## config.mk

```make
export PLATFORM = sky130hd
export DESIGN_NAME = udp_rx_parser
export DESIGN_NICKNAME = d
export VERILOG_FILES = /design/src/rtl/udp_rx_parser.sv
export SDC_FILE = /design/constraint.sdc
export NUM_CORES = 1
export LEC_CHECK = 0
export CAP_MARGIN = 20
export CELL_PAD_IN_SITES_DETAIL_PLACEMENT = 1
export CELL_PAD_IN_SITES_GLOBAL_PLACEMENT = 2
export CORE_MARGIN = 1
export CORE_UTILIZATION = 31
export DETAILED_ROUTE_END_ITERATION = 16
export PLACE_DENSITY = 0.84
export SYNTH_ARGS = -nofsm -noshare
export SYNTH_HDL_FRONTEND = slang
export SYNTH_SLANG_ARGS = --single-unit
```

## constraint.sdc

```tcl
create_clock -name i_rxmac_clk -period 2.8 [get_ports i_rxmac_clk]
set_input_delay 0.56 -clock i_rxmac_clk [delete_from_list [all_inputs] [get_ports i_rxmac_clk]]
set_output_delay 0.56 -clock i_rxmac_clk [all_outputs]
set_load 0.05 [all_outputs]
```

## src/rtl/udp_rx_parser.sv

```systemverilog
// UDP receive parser: pops bytes from the router's UDP FIFO, checks the 8-byte header,
// filters on destination port and streams the payload out with header sideband.
//
// state      | meaning
// -----------+--------------------------------------------------------
// ST_IDLE    | waiting for the router to hold a complete packet
// ST_HDR     | popping header bytes 0-7 (src, dst, len, checksum)
// ST_PAYLOAD | zero-latency payload pass-through under downstream ready
// ST_DROP    | discarding the remainder of a rejected packet

module udp_rx_parser #(
   parameter logic [15:0] P_UDP_PORT    = 16'd5000,
   parameter bit          P_PORT_FILTER = 1'b1,
   parameter int          P_CNT_W       = 16
) (
   input  logic               i_rxmac_clk,
   input  logic               i_rxmac_srst,
   input  logic               i_udp_pkt_byte_rdy,
   input  logic [7:0]         i_udp_pkt_byte,
   input  logic               i_udp_pkt_byte_vld,
   input  logic               i_udp_pkt_last_byte,
   output logic               o_udp_pkt_byte_rd,
   output logic [7:0]         o_payload_byte,
   output logic               o_payload_byte_vld,
   output logic               o_payload_last_byte,
   input  logic               i_payload_byte_rdy,
   output logic               o_hdr_vld,
   output logic [15:0]        o_src_port,
   output logic [15:0]        o_dst_port,
   output logic [15:0]        o_udp_len,
   output logic               o_runt_err,
   output logic               o_len_err,
   output logic               o_port_drop,
   output logic [P_CNT_W-1:0] o_pkt_cnt,
   output logic [P_CNT_W-1:0] o_drop_cnt
);

   typedef enum logic [1:0] {
      ST_IDLE    = 2'd0,
      ST_HDR     = 2'd1,
      ST_PAYLOAD = 2'd2,
      ST_DROP    = 2'd3
   } state_t;

   localparam logic [P_CNT_W-1:0] CNT_MAX = '1;

   state_t      state, state_nxt;
   logic [2:0]  hdr_idx;
   logic [15:0] src_sh, dst_sh, len_sh;
   logic [15:0] pay_cnt;
   logic        hdr_xfer;
   logic        runt_set, len_set, port_set, hdr_set, pkt_inc, drop_inc;

   assign hdr_xfer = (state == ST_HDR) && i_udp_pkt_byte_vld;

   always_comb begin
      state_nxt           = state;
      o_udp_pkt_byte_rd   = 1'b0;
      o_payload_byte      = 8'h00;
      o_payload_byte_vld  = 1'b0;
      o_payload_last_byte = 1'b0;
      runt_set            = 1'b0;
      len_set             = 1'b0;
      port_set            = 1'b0;
      hdr_set             = 1'b0;
      pkt_inc             = 1'b0;
      drop_inc            = 1'b0;
      case (state)
         ST_IDLE: begin
            if (i_udp_pkt_byte_rdy) state_nxt = ST_HDR;
         end
         ST_HDR: begin
            o_udp_pkt_byte_rd = i_udp_pkt_byte_vld;
            if (i_udp_pkt_byte_vld) begin
               if (hdr_idx != 3'd7) begin
                  if (i_udp_pkt_last_byte) begin
                     runt_set  = 1'b1;
                     drop_inc  = 1'b1;
                     state_nxt = ST_IDLE;
                  end
               end else if (len_sh < 16'd8) begin
                  len_set   = 1'b1;
                  drop_inc  = 1'b1;
                  state_nxt = i_udp_pkt_last_byte ? ST_IDLE : ST_DROP;
               end else if (P_PORT_FILTER && (dst_sh != P_UDP_PORT)) begin
                  port_set  = 1'b1;
                  drop_inc  = 1'b1;
                  state_nxt = i_udp_pkt_last_byte ? ST_IDLE : ST_DROP;
               end else begin
                  hdr_set = 1'b1;
                  pkt_inc = 1'b1;
                  if (i_udp_pkt_last_byte) begin
                     len_set   = (len_sh != 16'd8);
                     state_nxt = ST_IDLE;
                  end else begin
                     state_nxt = ST_PAYLOAD;
                  end
               end
            end
         end
         ST_PAYLOAD: begin
            o_payload_byte      = i_udp_pkt_byte;
            o_payload_byte_vld  = i_udp_pkt_byte_vld;
            o_payload_last_byte = i_udp_pkt_last_byte;
            o_udp_pkt_byte_rd   = i_udp_pkt_byte_vld && i_payload_byte_rdy;
            if (o_udp_pkt_byte_rd && i_udp_pkt_last_byte) begin
               // len >= 8 is guaranteed here, so len-8 cannot wrap
               len_set   = ((pay_cnt + 16'd1) != (o_udp_len - 16'd8));
               state_nxt = ST_IDLE;
            end
         end
         ST_DROP: begin
            o_udp_pkt_byte_rd = i_udp_pkt_byte_vld;
            if (i_udp_pkt_byte_vld && i_udp_pkt_last_byte) state_nxt = ST_IDLE;
         end
         default: state_nxt = ST_IDLE;
      endcase
   end

   always_ff @(posedge i_rxmac_clk) begin
      if (i_rxmac_srst) begin
         state       <= ST_IDLE;
         hdr_idx     <= 3'd0;
         src_sh      <= 16'h0000;
         dst_sh      <= 16'h0000;
         len_sh      <= 16'h0000;
         pay_cnt     <= 16'h0000;
         o_hdr_vld   <= 1'b0;
         o_runt_err  <= 1'b0;
         o_len_err   <= 1'b0;
         o_port_drop <= 1'b0;
         o_src_port  <= 16'h0000;
         o_dst_port  <= 16'h0000;
         o_udp_len   <= 16'h0000;
         o_pkt_cnt   <= '0;
         o_drop_cnt  <= '0;
      end else begin
         state       <= state_nxt;
         o_hdr_vld   <= hdr_set;
         o_runt_err  <= runt_set;
         o_len_err   <= len_set;
         o_port_drop <= port_set;

         if (state == ST_IDLE) hdr_idx <= 3'd0;
         else if (hdr_xfer)    hdr_idx <= hdr_idx + 3'd1;

         if (hdr_xfer) begin
            case (hdr_idx)
               3'd0:    src_sh[15:8] <= i_udp_pkt_byte;
               3'd1:    src_sh[7:0]  <= i_udp_pkt_byte;
               3'd2:    dst_sh[15:8] <= i_udp_pkt_byte;
               3'd3:    dst_sh[7:0]  <= i_udp_pkt_byte;
               3'd4:    len_sh[15:8] <= i_udp_pkt_byte;
               3'd5:    len_sh[7:0]  <= i_udp_pkt_byte;
               default: ;
            endcase
         end

         // sideband only moves on an accepted header so it stays stable between pulses
         if (hdr_set) begin
            o_src_port <= src_sh;
            o_dst_port <= dst_sh;
            o_udp_len  <= len_sh;
         end

         if (state != ST_PAYLOAD)    pay_cnt <= 16'h0000;
         else if (o_udp_pkt_byte_rd) pay_cnt <= pay_cnt + 16'd1;

         if (pkt_inc && (o_pkt_cnt != CNT_MAX))   o_pkt_cnt  <= o_pkt_cnt + P_CNT_W'(1);
         if (drop_inc && (o_drop_cnt != CNT_MAX)) o_drop_cnt <= o_drop_cnt + P_CNT_W'(1);
      end
   end

endmodule

```

==> results.ini <==
[outcome]
status=completed

[die]
die_width_um=149
die-height_um=149
die_area_um2=22300
rows=53
ios=109
core-area_um2=21200
start_util=0.318

[power_and_ir_drop]
power_density_nw_per_um2=519
power_switching_mw=1.07
swShare=0.232
p_leak_nw=3.04
seqPwrFrac=0.478
p_comb_frac=0.040
vdd_ir_drop_max_mv=0.360
intPower_mw=3.53
pwr-share-clk=0.482

[timing]
setup_slack_ns=0.144
drv_slew=0
maxSlewHeadroom=0.553
clock_skew_ns=0.0125
fin_hold_ws_ns=0.452
setup_viol=0
tightest_slew_ns=0.670
rsz0062_at_grt=no
period_minus_slack_ns=2.66
post-route-period-util=0.949
hold_viol_final=0
fmax_mhz=376

[clock_network]
clk_pin_slew_worst_paths_ns=0.07
cts_root_buf=clkbuf_16
cts_htree_levels=4
cts_tree=built
insertion_delay_ns=0.43
cts_num_sinks=153
clockBufferDepth=2
numCtsBuffers=17

[worst_setup_path]
start_kind=flop
cp_data_arrival_time_ns=2.96
regToRegStartpoint=len_sh[0]
crit_required_ns=3.11
crit_path_end_kind=flop
rrSetupSlack_ns=0.14
r2r_end=o_len_err
worstSetupPathType=reg -> reg
rr_worst_depth=7
cp_max_fo=3

[synthesis]
synthTopCellsByArea=dfxtp_1 (45%), nand2_1 (10%), a21oi_1 (7.2%)
synth_cells=832
synth-seq-cells=153
syn_area_um2=6740
synth.distinct_cells=47
async_flop_share=0
synth_compound_area_frac=0.106
ys.flop_type=dfxtp_1
syn_avg_cell_area_um2=8.10
syn_nets=861
post-synth-top-area-fraction=0.455
synth-edff-count=0
yosysSeqAreaShare=0.455
muxShareOfSynthArea=0.00446
yosysTopAreaCell=dfxtp_1
synth_common_cells=nand2_1 (183), dfxtp_1 (153), a21oi_1 (97)
ys_warn_count=0
synthXorXnorAreaFrac=0.0871
synth_top_family_by_area=simple AND/OR/NAND/NOR gates
synthSimpleGateAreaFrac=0.285
synthAdderAreaFrac=0.0279
yosysMostFrequentCell=nand2_1

[routing]
detail-route-antenna-nets=0
drt_pass1_iterations=4
post_drt_via_cell_ratio=4.87
routed_wl_um=19100
num_vias=5978
drt_iter0_markers=230
wl_per_cell_um=15.6
drc_errors=0

[worst_hold_path]
hold_start=dst_sh[3]
min_to=dst_sh[3]
hold_depth=2
hold_path_class=reg -> reg

[cells_and_area]
area_delta_synth_final_pct=31.6
fill_cells=2475
diodes=0
drive_gt1_frac=0.0809
nets=969

[grt]
grt_first_pass_wirelength_um=31000
grtUsageTotal=0.178
grt_max_degree=60
antenna_found_initial=0
grt.overflow.total=0
grt_pass1_vias=5970

[placed_design]
dp_hpwl_um=13800
place_congestion=0.784
place_worst_setup_slack_ns=-0.109
portBuffers=108

[job]
drv_cap=0

## power by group through the flow
stage / combinational, mW / clock (mW) / sequential, mW
6_report: 0.184 / 2.22 / 2.20
3_3_place_gp: 0.184 / 0 / 2.25
2_1_floorplan: 0.0939 / 0 / 2.25
5_1_grt: 0.203 / 2.37 / 2.20
3_5_place_dp: 0.185 / 0 / 2.25
4_1_cts: 0.187 / 2.27 / 2.20
## routing by layer
metal  up-vias  GRT usage  routed length, um
met5         -          0                  0
met4         0     0.0592                200
met3        15     0.0287                730
met2        91      0.292               9060
met1      2848      0.236               9150
li1       3024          -                  -
## how the worst max path moves through the flow
stage / startpoint / to / cells past startpoint
after floorplan: o_udp_len[3] / o_len_err / 7
after global placement: i_udp_pkt_byte_vld / o_pkt_cnt[11] / 7
after detailed placement: i_udp_pkt_byte_vld / o_len_err / 9
after CTS: len_sh[0] / o_len_err / 7
after global routing: o_udp_len[3] / o_len_err / 9
final: len_sh[0] / o_len_err / 7
## metrics by stage
step                      TNS, ns  std cells   util  instance area (um2)  total power, mW
final                           0       1227  0.419                 8860             4.60
after global routing            0       1227  0.419                 8860             4.77
after CTS                       0       1227  0.419                 8860             4.66
after detailed placement   -0.145       1196  0.392                 8290             2.43
after global placement          0       1196  0.392                 8290             2.43
after floorplan                 0        832      -                 6740             2.34
## layout by cell type (no fill, tap or decap), types with 11 or more instances in the layout
cell type,Yosys,layout
buf_12,0,12
xnor2_1,38,38
nand2_1,183,183
dfxtp_1,153,153
nor2_1,70,70
xor2_1,29,29
inv_1,15,15
ha_1,15,15
and2_1,28,28
clkbuf_16,0,17
nand4_1,16,16
buf_4,3,25
clkdlybuf4s50_1,0,96
nor3_1,14,13
nor4_1,11,11
and3_1,16,16
a21oi_1,97,97
nand3_1,27,27
o21ai_0,14,14
## state kept, by name, summed over array words and instances (netlist names)
| signal | count |
|---|---|
| dst_sh | 16 |
| hdr_idx | 3 |
| len_sh | 16 |
| o_drop_cnt | 16 |
| o_dst_port | 16 |
| o_hdr_vld | 1 |
| o_len_err | 1 |
| o_pkt_cnt | 16 |
| o_port_drop | 1 |
| o_runt_err | 1 |
| o_src_port | 16 |
| o_udp_len | 16 |
| pay_cnt | 16 |
| src_sh | 16 |
| state | 2 |
## repair_timing
item	CTS	global route
gates resized for setup	0	1
hold buffers	0	0
setup buffers	0	0
endpoints found under the setup margin	0	1
## logic make-up (layout without fill, tap and decap cells)
logic type      Yosys count  in the layout
simple gates            404            404
flops                   153            153
compound gates          131            131
xor+xnor                 67             67
buf+inv                  59            179
fa+ha+maj                15             15
mux                       3              3
## final cells by class
| type | count | area, um2 | share of cell area |
|---|---|---|---|
| tap | 275 | 344 | 0.0388 |
| inverter | 15 | 56.3 | 0.00635 |
| timing repair buffer | 133 | 1390 | 0.157 |
| clock inverter | 11 | 111 | 0.0126 |
| clock buffer | 20 | 457 | 0.0515 |
| sequential | 153 | 3060 | 0.346 |
| multi-input combinational | 620 | 3440 | 0.388 |
## worst max-delay path, cell delays in order, from the launching register on
cell       delay (ns)
dfxtp_1          0.32
or4b_2           0.71
nor4_1           0.28
o32ai_1          0.21
a2111oi_1        0.35
o2111ai_1        0.19
nor4_1           0.36
a31oi_1          0.12
No activity file was read; power rests on OpenSTA's default activity.
